[src/rtl/mem_arbiter.sv]
// Shared RAM port arbiter between instruction fetch and data load/store.
// Data has priority; a streak counter bounds instruction starvation and a watchdog aborts hung grants.
module mem_arbiter #(
    parameter int ADDR_W      = 32,
    parameter int DATA_W      = 32,
    parameter int MAX_DSTREAK = 4,
    parameter int TIMEOUT     = 255
) (
    input  logic              CLK,
    input  logic              nRST,
    input  logic              iREN,
    input  logic [ADDR_W-1:0] iaddr,
    input  logic              dREN,
    input  logic              dWEN,
    input  logic [ADDR_W-1:0] daddr,
    input  logic [DATA_W-1:0] dstore,
    output logic              iwait,
    output logic              dwait,
    output logic [DATA_W-1:0] iload,
    output logic [DATA_W-1:0] dload,
    output logic              ramREN,
    output logic              ramWEN,
    output logic [ADDR_W-1:0] ramaddr,
    output logic [DATA_W-1:0] ramstore,
    input  logic [DATA_W-1:0] ramload,
    input  logic [1:0]        ramstate,
    output logic              merr
);
    typedef enum logic [1:0] {IDLE, IGNT, DGNT} state_t;

    localparam logic [1:0] ACCESS = 2'd2;
    localparam logic [1:0] ERROR  = 2'd3;
    localparam logic [3:0] STREAK_MAX = 4'(MAX_DSTREAK);
    localparam logic [7:0] TIMER_LAST = 8'(TIMEOUT - 1);

    state_t     state, nextState;
    logic [3:0] streak, nextStreak;
    logic [7:0] timer, nextTimer;
    logic       nextMerr;
    logic       dReq, access, ramErr, timeUp, iDone, dDone;

    assign dReq   = dREN | dWEN;
    assign access = (ramstate == ACCESS);
    assign ramErr = (ramstate == ERROR);
    assign timeUp = (timer == TIMER_LAST);
    assign iDone  = (state == IGNT) && iREN && access;
    assign dDone  = (state == DGNT) && dReq && access;
    assign iload  = ramload;
    assign dload  = ramload;

    always_ff @(posedge CLK) begin
        if (!nRST) begin
            state  <= IDLE;
            streak <= '0;
            timer  <= '0;
            merr   <= 1'b0;
        end else begin
            state  <= nextState;
            streak <= nextStreak;
            timer  <= nextTimer;
            merr   <= nextMerr;
        end
    end

    always_comb begin
        nextState = state;
        nextTimer = '0;
        nextMerr  = 1'b0;
        iwait     = 1'b1;
        dwait     = 1'b1;
        ramREN    = 1'b0;
        ramWEN    = 1'b0;
        ramaddr   = '0;
        ramstore  = '0;
        case (state)
            IDLE: begin
                if (dReq && !(iREN && streak == STREAK_MAX))
                    nextState = DGNT;
                else if (iREN)
                    nextState = IGNT;
            end
            IGNT: begin
                // enables track the live request so a withdrawn fetch never reaches RAM
                ramREN  = iREN;
                ramaddr = iaddr;
                if (!iREN) begin
                    nextState = IDLE;
                end else if (access) begin
                    iwait     = 1'b0;
                    nextState = IDLE;
                end else if (ramErr || timeUp) begin
                    nextState = IDLE;
                    nextMerr  = 1'b1;
                end else begin
                    nextTimer = (timer == 8'hFF) ? timer : timer + 8'd1;
                end
            end
            DGNT: begin
                ramaddr  = daddr;
                ramstore = dstore;
                ramWEN   = dWEN;
                ramREN   = dREN & ~dWEN;
                if (!dReq) begin
                    nextState = IDLE;
                end else if (access) begin
                    dwait     = 1'b0;
                    nextState = IDLE;
                end else if (ramErr || timeUp) begin
                    nextState = IDLE;
                    nextMerr  = 1'b1;
                end else begin
                    nextTimer = (timer == 8'hFF) ? timer : timer + 8'd1;
                end
            end
            default: nextState = IDLE;
        endcase
    end

    always_comb begin
        nextStreak = streak;
        if (!iREN || iDone)
            nextStreak = '0;
        else if (dDone && streak != STREAK_MAX)
            nextStreak = streak + 4'd1;
    end
endmodule

[config.mk]
export PLATFORM = sky130hd
export DESIGN_NAME = mem_arbiter
export DESIGN_NICKNAME = d
export VERILOG_FILES = /design/src/rtl/mem_arbiter.sv
export SDC_FILE = /design/constraint.sdc
export NUM_CORES = 1
export LEC_CHECK = 0
export CAP_MARGIN = 15
export CORE_AREA = 2 2 103 105
export CTS_BUF_LIST = sky130_fd_sc_hd__clkbuf_8
export DETAILED_ROUTE_END_ITERATION = 8
export DIE_AREA = 0 0 105 107
export PLACE_DENSITY = 0.67
export SLEW_MARGIN = 20
export SYNTH_ARGS = -nofsm -noshare
export SYNTH_HDL_FRONTEND = slang
export SYNTH_SLANG_ARGS = --single-unit
[constraint.sdc]
create_clock -name CLK -period 3.05 [get_ports CLK]
set_clock_uncertainty 0.2 [all_clocks]
set_input_delay 0.4575 -clock CLK [delete_from_list [all_inputs] [get_ports CLK]]
set_output_delay 0.4575 -clock CLK [all_outputs]
set_load 0.05 [all_outputs]
### After elaboration in Yosys (flattened, before gate mapping)

Index checks and enable logic that the tools add are counted.
W data, S select, Z words.

* bits in writable memories: 0
* latch bits: 0
* flip-flop bits (word level): 15
* bits of input ports: 135
* ROM bits: 0
* memories kept: 0
* word-level logic and storage cells: 59
* output and inout bits: 133

* div/mod/pow operators: 0
* multipliers: 0
* $lt $le $gt $ge: 0
* shifts and indexed selects: 0
* add/sub/neg operators: 2
* equal/unequal tests: 9
* bitwise operators: 4
* reduce and logical (&&, ||, !) cells: 13
* multiplexer cells: 27

Operator list (count)
* $pmux W32 S2: 1
* $mux W8: 5
* $mux W32: 1
* $eq A8 B8 Y1 const B: 2
* $pmux W8 S2: 1
* $mux W2: 6
* $mux W1: 10
* $add A8 B1 Y8 const B: 1
* $logic_and A1 B1 Y1: 7
* $eq A2 B2 Y1 const B: 3
* $pmux W2 S3: 1
* $add A4 B1 Y4 const B: 1
* $eq A4 B3 Y1 const B: 1
* $ne A4 B3 Y1 const B: 1
* $pmux W1 S2: 2
* $ne A3 B3 Y1 const B: 1
* $eq A2 B1 Y1 const B: 1
* $logic_not A1 Y1: 2
* $logic_not A2 Y1: 1
* $logic_or A1 B1 Y1: 2
* $not A1 Y1: 2
* $reduce_or A2 Y1: 1
* $and A1 B1 Y1: 1
* $or A1 B1 Y1: 1

### Depth between registers and ports, before layout

Gate-level depths: netlist (run 1).

* depth in word-level cells: 6
* gate-level depth with buffers: 7
* depth with buffers taken out: 6

### Least setup slack after synthesis (run 1)

No wires, ideal clock.

* kind: register to output
* from: register state[0]
* to: output port ramREN
* setup slack: 0.265 ns
* cell stages (with the launch flop): 6
* data arrival time: 2.127 ns
* path buffers: 1
* cells stage by stage: dfxtp_1 -> inv_1 -> ha_1 -> clkbuf_1 -> nand3b_1 -> a21boi_0

* word-level cells in the longest chain between the ends: 2
* elaborated cells between the ends (all ways): 3

Ends and longest elaborated chain
* start, declared: RTL line 36 `state_t state, nextState;`
* start signal, assigned: RTL line 58 `state <= nextState;`
* $eq A2 B2 Y1 / $eq A2 B1 Y1 (equally long branches): RTL line 75 `case (state)`
* $pmux W1 S2 (*): RTL line 75
* end, declared: RTL line 21 `output logic ramREN,`

Every way passes the cells marked *; elsewhere a longest branch is shown, timed or not.

### Worst setup path in the final report (run 1)

* from: register state[0]
* to: output port ramstore[5]

* word-level cells in the longest chain between the ends: 2

Ends and longest elaborated chain
* $eq A2 B2 Y1: RTL line 75
* $mux W32: RTL line 75
* end, declared: RTL line 24 `output logic [DATA_W-1:0] ramstore,`

No other way between the ends.

==> flow_metrics.tcl, run 1 <==
set metrics [dict create \
    ant_nets 0 \
    synth-seq-cells 15 \
    antenna_cells 0 \
    gp_congestion 0.8443 \
    seq_area_um2 300.3 \
    ctsLongestPathBuffers 2 \
    die_w_um 105 \
    slew_headroom 0.6401 \
    hpwl_mm 7.225 \
    grt_pass1_wl_mm 12.81 \
    vias 2219 \
    cts_buffers 3 \
    netlist_area_um2 2061 \
    htreeDepth 1 \
    cp_top_family "buffers and inverters" \
    switching_share 0.4077 \
    p_leak_nw 1.327 \
    synth_warnings 0 \
    wl_per_cell_um 16.89 \
    clock.fmax_mhz 355.2 \
    worstHoldPathType "reg2reg" \
    ios 268 \
    status "complete, no violations" \
    clk_pin_slew_worst_paths_ns 0.06 \
    drive_gt1_frac 0.1390 \
    start_util 0.2042 \
    grt_pass1_vias 2243 \
    num_rows 37 \
    root_buffer "clkbuf_8" \
    hold_buffers 0 \
    drt_iter0_drc 127 \
    area_growth_pct 86.10 \
    p_clk_frac 0.157 \
    period_share 0.9232 \
    cp_slowest_cell "clkdlybuf4s50_1" \
    final_common_cell "clkdlybuf4s50_1" \
    worstSkewPairLatency_ns 0.25 \
    cts_tree "built" \
    cap_violations 0 \
    grt_max_degree 40 \
    fillers 1055 \
    synth_area_per_cell_um2 7.548 \
    seqPwrFrac 0.195 \
    ir_worst_vdd_v 0.0002337 \
    grt_antenna_before_repair 0 \
    grt_usage 0.1414 \
    cp_max_fo 39 \
    power_frac_comb 0.647 \
    rsz0062_at_grt "no" \
    ys_types 41 \
    worstPathRequired_ns 2.39 \
    fin_tns_setup_ns 0 \
    finalMaxSlewViolations 0 \
    syn_nets 416 \
    setup_viol 0 \
    layout_common_cells "clkdlybuf4s50_1 (136), buf_12 (34), nor2b_1 (33), and2_1 (33), a22oi_1 (32)" \
    final_hold_viol_count 0 \
    worstMarginPinSlew_ns 0.5382 \
    power_switching_mw 0.4228 \
    gr-total-overflow 0 \
    clock_sinks 15 \
    critPathMaxStageDelay_ns 0.81 \
    first_pass_iters 5 \
    drt-total-wl_mm 8.612 \
    route.detailed.drc 0 \
    power_mw 1.037 \
    crit_chain "inv_1 -> ha_4 -> and2_1 -> clkdlybuf4s50_1" \
    path_buf_inv 2 \
    vias_per_cell 4.351 \
    die_area_um2 11240 \
    core_um2 10090 \
    layout_min_cycle_time_ns 2.816 \
    syn_inst 273 \
    ys_seq_area_frac 0.1457 \
    multi_input_area_um2 1216 \
    internal_power_mw 0.6142 \
    fp.dieH_um 107 \
    io_buffers 171 \
    setup.worst_path.end_class "primary output" \
    path_class "reg2out" \
    finalNetCount 518 \
    arrival_ns 2.16 \
    start_kind "flip-flop" \
    power_density_nw_per_um2 270.4 \
]
[worst paths after layout]
path	from	endpoint	slack (ns)	cells after the start
worst max-delay path	state[0]	ramstore[5]	0.23	4
worst min-delay path	streak[3]	streak[3]	0.33	2
worst max register to register	state[0]	timer[6]	0.84	7
worst min register to register	streak[3]	streak[3]	0.33	2
[area by class of cell]
| cell class | instances | area share |
|---|---|---|
| timing repair buffer | 175 | 0.5422 |
| sequential | 15 | 0.07830 |
| multi-input combinational | 174 | 0.3171 |
| clock inverter | 1 | 0.001305 |
| clock buffer | 3 | 0.01077 |
| tap | 136 | 0.04437 |
| inverter | 6 | 0.005873 |
[repair_timing]
item | 4_1_cts | 5_1_grt
gates resized for setup | 0 | 1
setup endpoints to repair | 0 | 48
setup buffers | 0 | 0
[routing by layer]
layer,track usage,part of all wire,up-vias
li1,-,-,1072
met1,0.1687,0.40,1003
met2,0.2565,0.51,140
met3,0.04620,0.090,4
met4,0.01143,0.0038,0
met5,0,0,-
[worst min-delay path: stages, from the launching register on]
cell and delay, ns:
dfxtp_1 0.35, xnor2_1 0.08, nor2_1 0.07
[synth_stat cells, drive strengths merged]
library cell   n  area (um^2)
inv            6        22.52
nor4b          1        8.760
nor4           2        12.51
o2bb2ai        1        8.760
ha             8        100.1
o21ai          2        13.76
and2          33        206.5
nor3           2        15.01
a32o           1        10.01
a221oi         2        23.77
nor2           9        33.78
o22ai          1        6.260
nand3          6        35.03
o31ai          1        7.510
nand3b         2        15.01
nor3b          1        7.510
a21boi         1        7.510
mux2i          2        20.02
a22oi         32        240.2
a21oi          3        15.01
buf           65        485.5
dfxtp         15        300.3
and3           3        18.77
a211oi         2        25.02
nand4          1        6.260
nor2b         33        206.5
a31oi          3        18.77
nand2b         2        12.51
nand2          8        30.03
o21bai         1        7.510
clkbuf        13        48.80
and3b          1        8.760
xor2           1        8.760
and4           2        17.52
or2            2        12.51
xnor2          5        43.79
[power groups by stage]
stage,registers (mW),clock network [mW],logic (mW)
after floorplan,0.207,0,0.554
after detailed placement,0.206,0,0.674
final,0.203,0.163,0.671
after global routing,0.203,0.175,0.705
after global placement,0.206,0,0.668
after CTS,0.202,0.171,0.676
[logic make-up after synthesis]
| group | after synthesis | synth area share |
|---|---|---|
| buf+inv | 84 | 0.2702 |
| xor+xnor | 6 | 0.02550 |
| simple gates | 108 | 0.3139 |
| fa+ha+maj | 8 | 0.04858 |
| flops | 15 | 0.1457 |
| mux | 2 | 0.009715 |
| compound gates | 50 | 0.1864 |
[through the flow]
step                worst slack (ns)  hold WS [ns]  cell area (um^2)  cells    util
floorplan                     0.2655        0.2771              2061    273       -
global route                  0.1350        0.3767              3835    510  0.3800
finish                        0.2343        0.3322              3835    510  0.3800
CTS                          0.07497        0.3342              3825    510  0.3790
global placement              0.3892        0.2937              3779    506  0.3744
detailed placement            0.3485        0.3239              3779    506  0.3744
[state kept, by name, summed over array words and instances (netlist names)]
signal	cells
streak	4
timer	8
merr	1
state	2
No activity file was read; power rests on OpenSTA's default activity.
==> run 2, diff against run 1 <==
--- a/config.mk
+++ b/config.mk
@@ -10,7 +10,10 @@
 export CTS_BUF_LIST = sky130_fd_sc_hd__clkbuf_8
 export DETAILED_ROUTE_END_ITERATION = 8
 export DIE_AREA = 0 0 105 107
+export GPL_ROUTABILITY_DRIVEN = 0
+export HOLD_SLACK_MARGIN = 0.08
 export PLACE_DENSITY = 0.67
+export SKIP_LAST_GASP = 1
 export SLEW_MARGIN = 20
 export SYNTH_ARGS = -nofsm -noshare
 export SYNTH_HDL_FRONTEND = slang
==> results of run 2 <==
No change in the layout: final DEF, timing and power equal those of run 1.
==> run 3, diff against run 2 <==
--- a/config.mk
+++ b/config.mk
@@ -10,9 +10,9 @@
 export CTS_BUF_LIST = sky130_fd_sc_hd__clkbuf_8
 export DETAILED_ROUTE_END_ITERATION = 8
 export DIE_AREA = 0 0 105 107
+export DONT_BUFFER_PORTS = 1
 export GPL_ROUTABILITY_DRIVEN = 0
 export HOLD_SLACK_MARGIN = 0.08
-export PLACE_DENSITY = 0.67
 export SKIP_LAST_GASP = 1
 export SLEW_MARGIN = 20
 export SYNTH_ARGS = -nofsm -noshare
==> flow_metrics.tcl, run 3 (same netlist as run 1, synthesis figures left out) <==
set metrics [dict create \
    crit_path_start "state[1]" \
    num_rows 37 \
    final_hold_viol_count 0 \
    hold_buffers 0 \
    grt_pass1_wl_mm 9.777 \
    setup_viol 0 \
    worstPathRequired_ns 2.39 \
    clock_sinks 15 \
    ant_nets 0 \
    fin_tns_setup_ns 0 \
    status "complete, no violations" \
    die_w_um 105 \
    arrival_ns 2.03 \
    first_pass_iters 4 \
    clk_pin_slew_worst_paths_ns 0.06 \
    vias_per_cell 4.739 \
    setup.worst_path.end_class "primary output" \
    period_share 0.8816 \
    layout_min_cycle_time_ns 2.689 \
    core_um2 10090 \
    route.detailed.drc 0 \
    area_growth_pct -0.6680 \
    drt-total-wl_mm 7.012 \
    seq_area_um2 300.3 \
    grt_usage 0.1114 \
    gr-total-overflow 0 \
    largest_reg_flops 8 \
    slew_headroom 0.5619 \
    cts_resized 0 \
    regMostFlops "timer" \
    start_util 0.2042 \
    clock.fmax_mhz 371.9 \
    multi_input_area_um2 1206 \
    drive_gt1_frac 0.2076 \
    ctsLongestPathBuffers 2 \
    antenna_cells 0 \
    root_buffer "clkbuf_8" \
    cts_tree "built" \
    grt_max_degree 43 \
    finalNetCount 380 \
    worstSkewPairLatency_ns 0.25 \
    fillers 1161 \
    wl_per_cell_um 18.85 \
    cap_violations 0 \
    worstMarginPinSlew_ns 0.6571 \
    final_common_cell "buf_4" \
    worstHoldPathType "in2reg" \
    hpwl_mm 5.827 \
    vias 1763 \
    drt_iter0_drc 98 \
    min_from "nRST" \
    path_class "reg2out" \
    power_density_nw_per_um2 372.7 \
    die_area_um2 11240 \
    postCtsSetupRepairBufs 0 \
    p_leak_nw 0.7066 \
    ir_worst_vdd_v 0.0001862 \
    finalMaxSlewViolations 0 \
    r2r_start "state[1]" \
    htreeDepth 1 \
    cts_buffers 3 \
    whs_ns 0.1526 \
    rsz0062_at_grt "no" \
    top_regs "timer (8), streak (4), state (2)" \
    layout_common_cells "buf_4 (35), nor2b_1 (33), and2_1 (33)" \
    fp.dieH_um 107 \
    start_kind "flip-flop" \
    grt_antenna_before_repair 0 \
    ios 268 \
    io_buffers 0 \
    cp_max_fo 42 \
    grt_pass1_vias 1598 \
]
run 3: cell count changes in the layout (fill, tap and decap cells not counted), sizes merged:
cell and change:
clkdlybuf4s50 -136, buf -2, clkinv -1, inv +1
run 3: critical path, cell delays in order (launching register included):
cell and delay [ns]:
dfxtp_1 0.42, ha_2 0.66, buf_12 0.25, nand3b_1 0.09, a21boi_1 0.15, buf_4 0.21
run 3: final cells by class:
type,count,share of cell area
timing repair buffer,37,0.1479
multi-input combinational,174,0.5892
clock inverter,1,0.001834
inverter,6,0.01100
tap,136,0.08313
clock buffer,3,0.02017
sequential,15,0.1467
run 3: report_power, final:
part	internal, mW	switching (mW)	leakage, nW
combinational	0.105	0.295	0.559
clock	0.0891	0.0702	0.0269
sequential	0.199	0.00460	0.121
total	0.393	0.370	0.707
run 3: stage by stage:
| stage | setup WS (ns) | std cells | total power [mW] | cell area, um^2 | utilization |
|---|---|---|---|---|---|
| 2_1_floorplan | 0.2655 | 273 | 0.7608 | 2061 | - |
| 3_3_place_gp | 0.6678 | 368 | 0.6053 | 2002 | 0.1984 |
| 3_5_place_dp | 0.5902 | 368 | 0.6120 | 2002 | 0.1984 |
| 4_1_cts | 0.3172 | 372 | 0.7721 | 2047 | 0.2028 |
| 5_1_grt | 0.1463 | 372 | 0.7977 | 2047 | 0.2028 |
| 6_report | 0.3610 | 372 | 0.7630 | 2047 | 0.2028 |
run 3: path summary, 6_finish.rpt:
| kind | slack, ns | cells after the start | to |
|---|---|---|---|
| max | 0.36 | 5 | ramREN |
| min | 0.15 | 2 | merr |
| min reg2reg | 0.31 | 1 | state[0] |
| max reg2reg | 0.66 | 5 | timer[6] |
run 3: metal layers:
| metal | wire, um | part of all wire | global-route usage | vias up |
|---|---|---|---|---|
| met5 | 0 | 0 | 0 | - |
| met4 | 104 | 0.015 | 0.02476 | 0 |
| met3 | 778 | 0.11 | 0.04742 | 8 |
| met2 | 3608 | 0.51 | 0.1985 | 141 |
| met1 | 2520 | 0.36 | 0.1231 | 813 |
| li1 | - | - | - | 801 |
